`src/rtl/ext_state_pkg.sv`:
```
`default_nettype none
// ============================================================================
// Module : ext_state_pkg
// Brief  : Shared types and sizing helpers for the external state loader.
// Rev    : 1.0
// ============================================================================
package ext_state_pkg;

   typedef enum logic [1:0] {
      IDLE    = 2'd0,
      COLLECT = 2'd1,
      APPLY   = 2'd2
   } state_t;

   function automatic int nbeats(input int width, input int chunk);
      return width / chunk;
   endfunction

   // A single-beat restore still needs a 1-bit counter to keep ports legal.
   function automatic int cnt_width(input int n);
      return (n > 1) ? $clog2(n) : 1;
   endfunction

endpackage
`default_nettype wire

```
`src/rtl/ext_state_beat_assembler.sv`:
```
`default_nettype none
// ============================================================================
// Module : ext_state_beat_assembler
// Brief  : Staging buffer that gathers restore beats, least-significant first.
// Rev    : 1.0
// ============================================================================
module ext_state_beat_assembler
   import ext_state_pkg::*;
#(
   parameter int WIDTH = 32,
   parameter int CHUNK = 8
) (
   input  logic             clk,
   input  logic             rst,
   input  logic             i_clear,
   input  logic             i_accept,
   input  logic [CHUNK-1:0] i_data,
   output logic [WIDTH-1:0] o_staging,
   output logic             o_last
);

   localparam int NBEATS = nbeats(WIDTH, CHUNK);
   localparam int CW     = cnt_width(NBEATS);
   localparam logic [CW-1:0] c_LAST = CW'(NBEATS - 1);

   logic [CW-1:0]    r_cnt;
   logic [WIDTH-1:0] r_stage;

   always_ff @(posedge clk) begin
      if (rst || i_clear) begin
         r_cnt   <= '0;
         r_stage <= '0;
      end else if (i_accept) begin
         r_stage[r_cnt*CHUNK +: CHUNK] <= i_data;
         r_cnt <= (r_cnt == c_LAST) ? '0 : r_cnt + CW'(1);
      end
   end

   assign o_staging = r_stage;
   assign o_last    = (r_cnt == c_LAST);

endmodule
`default_nettype wire

```
`src/rtl/ext_state_loader.sv`:
```
`default_nettype none
// ============================================================================
// Module : ext_state_loader
// Brief  : Serial shift register whose contents can be restored in CHUNK beats.
// Rev    : 1.0
// ============================================================================
module ext_state_loader
   import ext_state_pkg::*;
#(
   parameter int WIDTH = 32,
   parameter int CHUNK = 8
) (
   input  logic             clk,
   input  logic             rst,
   input  logic             en,
   input  logic             i,
   output logic             o,
   input  logic             load_valid,
   output logic             load_ready,
   input  logic [CHUNK-1:0] load_data,
   input  logic             load_abort,
   output logic             load_done,
   output logic             busy
);

   generate
      if ((WIDTH % CHUNK) != 0 || WIDTH < CHUNK || WIDTH < 2) begin : g_bad_geometry
         $error("ext_state_loader: WIDTH must be a multiple of CHUNK and at least 2");
      end
   endgenerate

   state_t           r_state;
   logic [WIDTH-1:0] r_data;
   logic             r_done;

   logic             w_abort;
   logic             w_accept;
   logic             w_last;
   logic [WIDTH-1:0] w_staging;

   // An abort wins over a beat presented in the same cycle; APPLY ignores abort.
   assign w_abort  = load_abort && (r_state != APPLY);
   assign w_accept = load_valid && load_ready && !load_abort;

   ext_state_beat_assembler #(
      .WIDTH (WIDTH),
      .CHUNK (CHUNK)
   ) u_assembler (
      .clk       (clk),
      .rst       (rst),
      .i_clear   (w_abort),
      .i_accept  (w_accept),
      .i_data    (load_data),
      .o_staging (w_staging),
      .o_last    (w_last)
   );

   always_ff @(posedge clk) begin
      if (rst) begin
         r_state <= IDLE;
         r_data  <= '0;
         r_done  <= 1'b0;
      end else begin
         r_done <= 1'b0;
         if (r_state == APPLY) begin
            r_data  <= w_staging;
            r_done  <= 1'b1;
            r_state <= IDLE;
         end else begin
            if (en) begin
               r_data <= {r_data[WIDTH-2:0], i};
            end
            if (w_abort) begin
               r_state <= IDLE;
            end else if (w_accept) begin
               r_state <= w_last ? APPLY : COLLECT;
            end
         end
      end
   end

   assign o          = r_data[WIDTH-1];
   assign load_ready = !rst && (r_state != APPLY);
   assign busy       = (r_state != IDLE);
   assign load_done  = r_done;

endmodule
`default_nettype wire

```
`config.mk`:
```
export PLATFORM = sky130hd
export DESIGN_NAME = ext_state_loader
export DESIGN_NICKNAME = d
export VERILOG_FILES = /design/src/rtl/ext_state_pkg.sv /design/src/rtl/ext_state_beat_assembler.sv /design/src/rtl/ext_state_loader.sv
export SDC_FILE = /design/constraint.sdc
export NUM_CORES = 1
export LEC_CHECK = 0
export ABC_AREA = 1
export ABC_CLOCK_PERIOD_IN_PS = 3700
export CAP_MARGIN = 10
export CORE_UTILIZATION = 30
export CTS_BUF_LIST = sky130_fd_sc_hd__clkbuf_8
export CTS_CLUSTER_DIAMETER = 150
export DETAILED_ROUTE_END_ITERATION = 8
export PLACE_DENSITY = 0.51
export SYNTH_ARGS = -nofsm -noshare
export SYNTH_HDL_FRONTEND = slang
export SYNTH_SLANG_ARGS = --single-unit
```
`constraint.sdc`:
```
create_clock -name clk -period 3.7 [get_ports clk]
set_input_delay 0.74 -clock clk [delete_from_list [all_inputs] [get_ports clk]]
set_output_delay 0.74 -clock clk [all_outputs]
set_load 0.02 [all_outputs]
```
==> results of run 1 <==
-- cell usage after synthesis (all sizes together) --
cell | instances | area [um^2]
o21ai | 38 | 190
o22ai | 9 | 56.3
clkbuf | 5 | 18.8
nor3 | 2 | 10.0
a21oi | 13 | 68.8
buf | 9 | 47.6
nand3 | 20 | 100
inv | 33 | 124
ha | 6 | 75.1
nand4 | 4 | 31.3
dfxtp | 69 | 1380
nand3b | 1 | 7.51
nand2 | 69 | 259
mux2i | 31 | 310
a31oi | 1 | 6.26
nor2 | 76 | 300
-- layout make-up --
class                           count  area share [%]
Multi-Input combinational cell    270            40.8
Sequential cell                    69            39.9
Timing Repair Buffer               20            5.42
Tap cell                          133            4.80
Clock buffer                        9            3.57
Inverter                           33            3.57
Clock inverter                      7            1.95
-- state kept, by name (all words and copies together) (netlist names) --
signal,count
u_assembler.r_cnt,2
load_done,1
u_assembler.o_staging,32
r_state,2
r_data,32
-- power by group through the flow --
| stage | clock, mW | combinational (mW) | sequential, mW |
|---|---|---|---|
| 2_1_floorplan | 0 | 0.0543 | 0.765 |
| 3_3_place_gp | 0 | 0.0887 | 0.766 |
| 3_5_place_dp | 0 | 0.0888 | 0.766 |
| 4_1_cts | 0.615 | 0.0893 | 0.749 |
| 5_1_grt | 0.650 | 0.0981 | 0.749 |
| 6_report | 0.594 | 0.0891 | 0.749 |
-- per-stage QoR --
step	util, %	std cells	total power, mW	setup slack, ps
6_report	35.6	541	1.43	754
4_1_cts	35.6	541	1.45	747
2_1_floorplan	-	386	0.819	1660
3_3_place_gp	33.7	525	0.855	755
5_1_grt	35.6	541	1.50	689
3_5_place_dp	33.7	525	0.855	766
-- worst max-delay path, cell delays in order --
cell and delay (ps):
clkdlybuf4s50_1 550, inv_1 110, nand2_1 100, inv_1 90
clkdlybuf4s50_1 610
-- logic make-up after synthesis --
| kind of cell | Yosys count |
|---|---|
| AND/OR/NAND/NOR | 172 |
| flip-flops | 69 |
| AO/OA/AOI/OAI | 61 |
| multiplexers | 31 |
| buffers and inverters | 47 |
| adder cells (fa/ha/maj) | 6 |
-- per-layer routing --
metal	routed length, um	track usage, %	vias to the layer above
met4	107	5.69	0
met1	3500	19.4	1125
li1	-	-	1297
met3	242	4.07	11
met5	0	0	-
met2	2880	21.2	38
-- worst max path at each step --
stage | start | end | slack (ps) | depth (start not counted)
floorplan | rst | load_ready | 1660 | 4
global placement | rst | load_ready | 760 | 5
detailed placement | rst | load_ready | 770 | 5
CTS | rst | load_ready | 750 | 5
global route | rst | load_ready | 690 | 5
finish | rst | load_ready | 750 | 5
==> key figures, run 1 <==
Cells and area
  – Fillcell total: 1,069
  – Synth-to-Final Area Change: 16.0%
  – Most frequent cells in the layout: nor2_1 (72), nand2_1 (69), dfxtp_1 (69)
  – Share of cells above drive strength 1: 6.37%
  – Final standard cell area without fillers: approximately 3500 um^2
  – Final nets: 423
  – Diodes inserted: 0
  – Multi-input gate area: 1420 um^2
  – Commonest non-fill, non-tap cell in the layout: nor2_1
  – Sequential cell area: 1380 um^2

Floorplan
  – I/O pin count: 18
  – # rows: 36
  – Die height: between 100 and 150 um
  – Die width: between 100 and 150 um
  – Total Die Area: 10,400 um^2
  – Core Box Area: 9730 um^2
  – Starting Density: a little under a third

Pwr
  – Sequential Power Share: 52.3%
  – Pleak: 1.37 nW
  – Power per standard cell area: 413 nW/um^2
  – Pint: ~1.1 mW
  – Comb pwr share: under 10%
  – Clock network power share: 41.5%
  – VDD IR-drop max: roughly 0.21 mV
  – Sw Share: 24.1%
  – Switching pwr: around 0.34 mW

Clocking
  – Clock Latency Late Sink: 350 ps
  – Post-CTS sizing: 0
  – CTS Root Cell: clkbuf_8
  – TritonCTS clock tree: yes
  – CTS Hold Bufs: 0
  – H-tree lvl count: 3
  – Clock transition at the registers of the reported paths: 70 ps
  – Cts bufs inserted: 9
  – Clk buf depth: 2
  – Clk sinks: 69
  – Setup bufs post-CTS: 0

Synth
  – Post-Syn Area: approximately 3000 um^2
  – Post-Synth Adder-Cell Area: roughly 2.5%
  – Synth warn: 0
  – Register area share after synthesis: 46.3%
  – Synth Register Bits: 69
  – Post-synth cell types: 23
  – Simple-Gate Fraction of Synth Area: 23.7%
  – Syn avg cell area: 7.74 um^2
  – Post-synthesis mux area share: 10.4%
  – Post-Synth XOR/XNOR Area: 0%
  – Mapped Nets: 406
  – Largest family of logic cells by synthesized area: simple AND/OR/NAND/NOR gates
  – Post-synthesis instance total: 386
  – Complex-gate fraction of the synthesized area: 10.8%

Worst setup path
  – Critical path type: in2out
  – Cells on worst reg2reg path: 8
  – Startpoint Class: input port
  – Setup slack, reg-to-reg: 1510 ps
  – CP arrival: 2210 ps
  – FF-to-FF End: u_assembler.o_staging[20]
  – R2R Path Start: u_assembler.r_cnt[0]
  – Crit end category: output pin
  – Critical Path RT: 2960 ps
  – Worst-path fanout max: 5

Timing
  – Fin. Hold Viols: 0
  – Max-slew violations: 0
  – Relative slew slack: 38.1%
  – Worst hold slack: approximately 460 ps
  – # setup viols final: 0
  – Setup Skew: 7.78 ps
  – RSZ-0062 raised after global routing: false
  – Final min period: 2950 ps
  – TNS Setup: 0 ps
  – Slew @ Worst Pin: 929 ps
  – Fin crit share: 79.6%
  – Fmax: 339 MHz

Global route
  – Largest net degree at the start of global routing: 34
  – Antenna violations before repair: 0
  – Remaining Overflow, GRT: 0
  – Global-route wire length before repair: 11,200 um
  – Vias in the first global route: between 2,000 and 2,500
  – Total GRT Usage: 14.3%

Outcome
  – Outcome: finished, final reports clean

Worst hold path
  – Worst min-delay path category: reg2reg
  – HP Start: u_assembler.o_staging[2]
  – Hold Path Cell Cnt: 2
  – Hold Crit Endpoint: r_data[2]

Route
  – 1st-pass router iterations: 4
  – Final WL: 6730 um
  – Total via count in the routed design: 2,471
  – Wire length per cell: around 12 um
  – Antenna-violating nets left: 0
  – # DRC: 0
  – Drt via density: 4.57
  – Iter 0 DRT Violations: 130

Placed design
  – Final GP Congestion: 0.789
  – Port bufs: 17
  – HPWL after DPL: 4830 um
  – Placement Cell Area: 3270 um^2

Flow run
  – MaxCap Viol Count: 0
No activity file was read; power rests on OpenSTA's default activity.
==> inputs of run 2 (changes only) <==
Settings changed: ABC_CLOCK_PERIOD_IN_PS 3700 to 2700, PLACE_DENSITY 0.51 to 0.53.
Clock period 3.7 ns to 2.7 ns, I/O delays scaled along.
==> run 2 against run 1 <==
Via count about the same. Worst setup slack got worse by 390 ps. Clock skew decreased by 2.9 ps. Count of clock-buffer cells in the layout increased by 1. Sequential cell count unchanged. Die area unchanged. Register-to-register slack got worse by 680 ps. Cell count increased by 0.74%. Cell area increased by 3.5%. Sequential power increased by 36%. Global-route usage decreased by 0.16 points. Utilization increased by 1.3 points. Largest cell class unchanged.
==> key figures, run 2 (synthesis gave the netlist of run 1 again) <==
Floorplan
  – Die width: approximately 100 um
  – # rows: 36
  – Die height: 102 um
  – I/O pin count: 18
  – Core Box Area: 9730 um^2
  – Starting Density: 30.7%
  – Total Die Area: 10,400 um^2

Cells and area
  – Multi-input gate area: 1420 um^2
  – Commonest non-fill, non-tap cell in the layout: nor2_1
  – Fin util: between 30% and 40%
  – Synth-to-Final Area Change: 20.2%
  – Sequential cell area: 1380 um^2
  – Final standard cell area without fillers: 3590 um^2
  – Share of cells above drive strength 1: 7.52%
  – Final nets: 427
  – Most frequent cells in the layout: nor2_1 (72), nand2_1 (69), dfxtp_1 (69)
  – Diodes inserted: 0
  – Fillcell total: 1,055

Worst hold path
  – HP Start: u_assembler.o_staging[4]
  – Worst min-delay path category: reg2reg
  – Hold Path Cell Cnt: 2
  – Hold Crit Endpoint: r_data[4]

Clocking
  – CTS Root Cell: clkbuf_8
  – Cts bufs inserted: 9
  – H-tree lvl count: 3
  – Post-CTS sizing: 0
  – Clk buf depth: 2
  – TritonCTS clock tree: yes
  – Clk sinks: 69
  – Clock Latency Late Sink: ~340 ps
  – Clock transition at the registers of the reported paths: 70 ps
  – CTS Hold Bufs: 0
  – Setup bufs post-CTS: 0

Global route
  – Vias in the first global route: 2,280
  – Total GRT Usage: 14.1%
  – Antenna violations before repair: 0
  – Largest net degree at the start of global routing: 32
  – Global-route wire length before repair: roughly 11,000 um
  – Remaining Overflow, GRT: 0

Route
  – Iter 0 DRT Violations: around 140
  – Final WL: 6610 um
  – Antenna-violating nets left: 0
  – Wire length per cell: 12.1 um
  – 1st-pass router iterations: 4
  – Drt via density: 4.54
  – Total via count in the routed design: 2,472
  – # DRC: 0

Timing
  – Fin. Hold Viols: 0
  – Fmax: 428 MHz
  – TNS Setup: 0 ps
  – # setup viols final: 0
  – RSZ-0062 raised after global routing: false
  – Fin crit share: approximately 86%
  – Slew @ Worst Pin: 510 ps
  – Max-slew violations: 0
  – Worst hold slack: between 400 and 500 ps
  – Setup Skew: 4.89 ps
  – Final min period: ~2300 ps
  – Relative slew slack: 66.0%

Worst setup path
  – Worst-path fanout max: 2
  – FF-to-FF End: u_assembler.o_staging[21]
  – Setup slack, reg-to-reg: between 800 and 900 ps
  – Crit end category: output pin
  – Crit path buf inv count: 4
  – Cells on worst reg2reg path: 9
  – R2R Path Start: u_assembler.r_cnt[0]
  – Critical Path RT: 2160 ps
  – Critical path type: in2out
  – Crit path max-delay family: buffers and inverters
  – CP arrival: between 1500 and 2000 ps
  – Startpoint Class: input port
  – Crit-path cells: clkdlybuf4s50_1, inv_1, nand2_1, inv_1, clkdlybuf4s50_1
  – Crit path depth: 5
  – Crit-path slowest cell: clkdlybuf4s50_1
  – Critical path's largest stage delay: 600 ps

Pwr
  – Pleak: 1.43 nW
  – Pwr Total: 2.28 mW
  – Power per standard cell area: 636 nW/um^2
  – VDD IR-drop max: 0.320 mV

Outcome
  – Outcome: finished, final reports clean

Placed design
  – Final GP Congestion: 0.858
  – Port bufs: 17
  – HPWL after DPL: 4860 um
  – Placement Cell Area: 3320 um^2

Flow run
  – MaxCap Viol Count: 0
==> run 2: worst max-delay path by stage <==
stage,startpoint,endpoint
2_1_floorplan,u_assembler.r_cnt[0],u_assembler.o_staging[16]
3_3_place_gp,rst,load_ready
3_5_place_dp,rst,load_ready
5_1_grt,rst,load_ready
4_1_cts,rst,load_ready
6_report,rst,load_ready
==> run 2: area by class of cell <==
cell class / count / area share, %
tap: 133 / 4.64
multi-input combinational: 270 / 39.4
clock buffer: 10 / 3.84
clock inverter: 6 / 3.73
timing repair buffer: 24 / 6.42
sequential: 69 / 38.5
inverter: 33 / 3.45
==> run 2: worst reg2reg max path: cells and delay by family, from the launching register on <==
kind,cells,cell delay (ps)
simple gates,6,810
buf+inv,2,330
fa+ha+maj,1,370
flops,1,310
==> run 2: power breakdown <==
group          switching [mW]  internal, mW  total, mW
Sequential            0.00259          1.02       1.02
Clock                   0.399         0.732       1.13
Combinational          0.0775        0.0499      0.127
==> run 2: through the flow <==
| stage | worst slack (ps) | cells |
|---|---|---|
| after floorplan | 1040 | 386 |
| after global placement | 346 | 529 |
| after detailed placement | 355 | 529 |
| after CTS | 340 | 545 |
| after global routing | 317 | 545 |
| final | 366 | 545 |
==> run 2: layer usage <==
layer  up-vias  global-route usage (%)  share of wire [%]
met5         -                       0                  0
met1      1127                    19.5                 51
li1       1303                       -                  -
met2        35                    20.9                 43
met4         0                    3.90                1.5
met3         7                    4.62                4.5
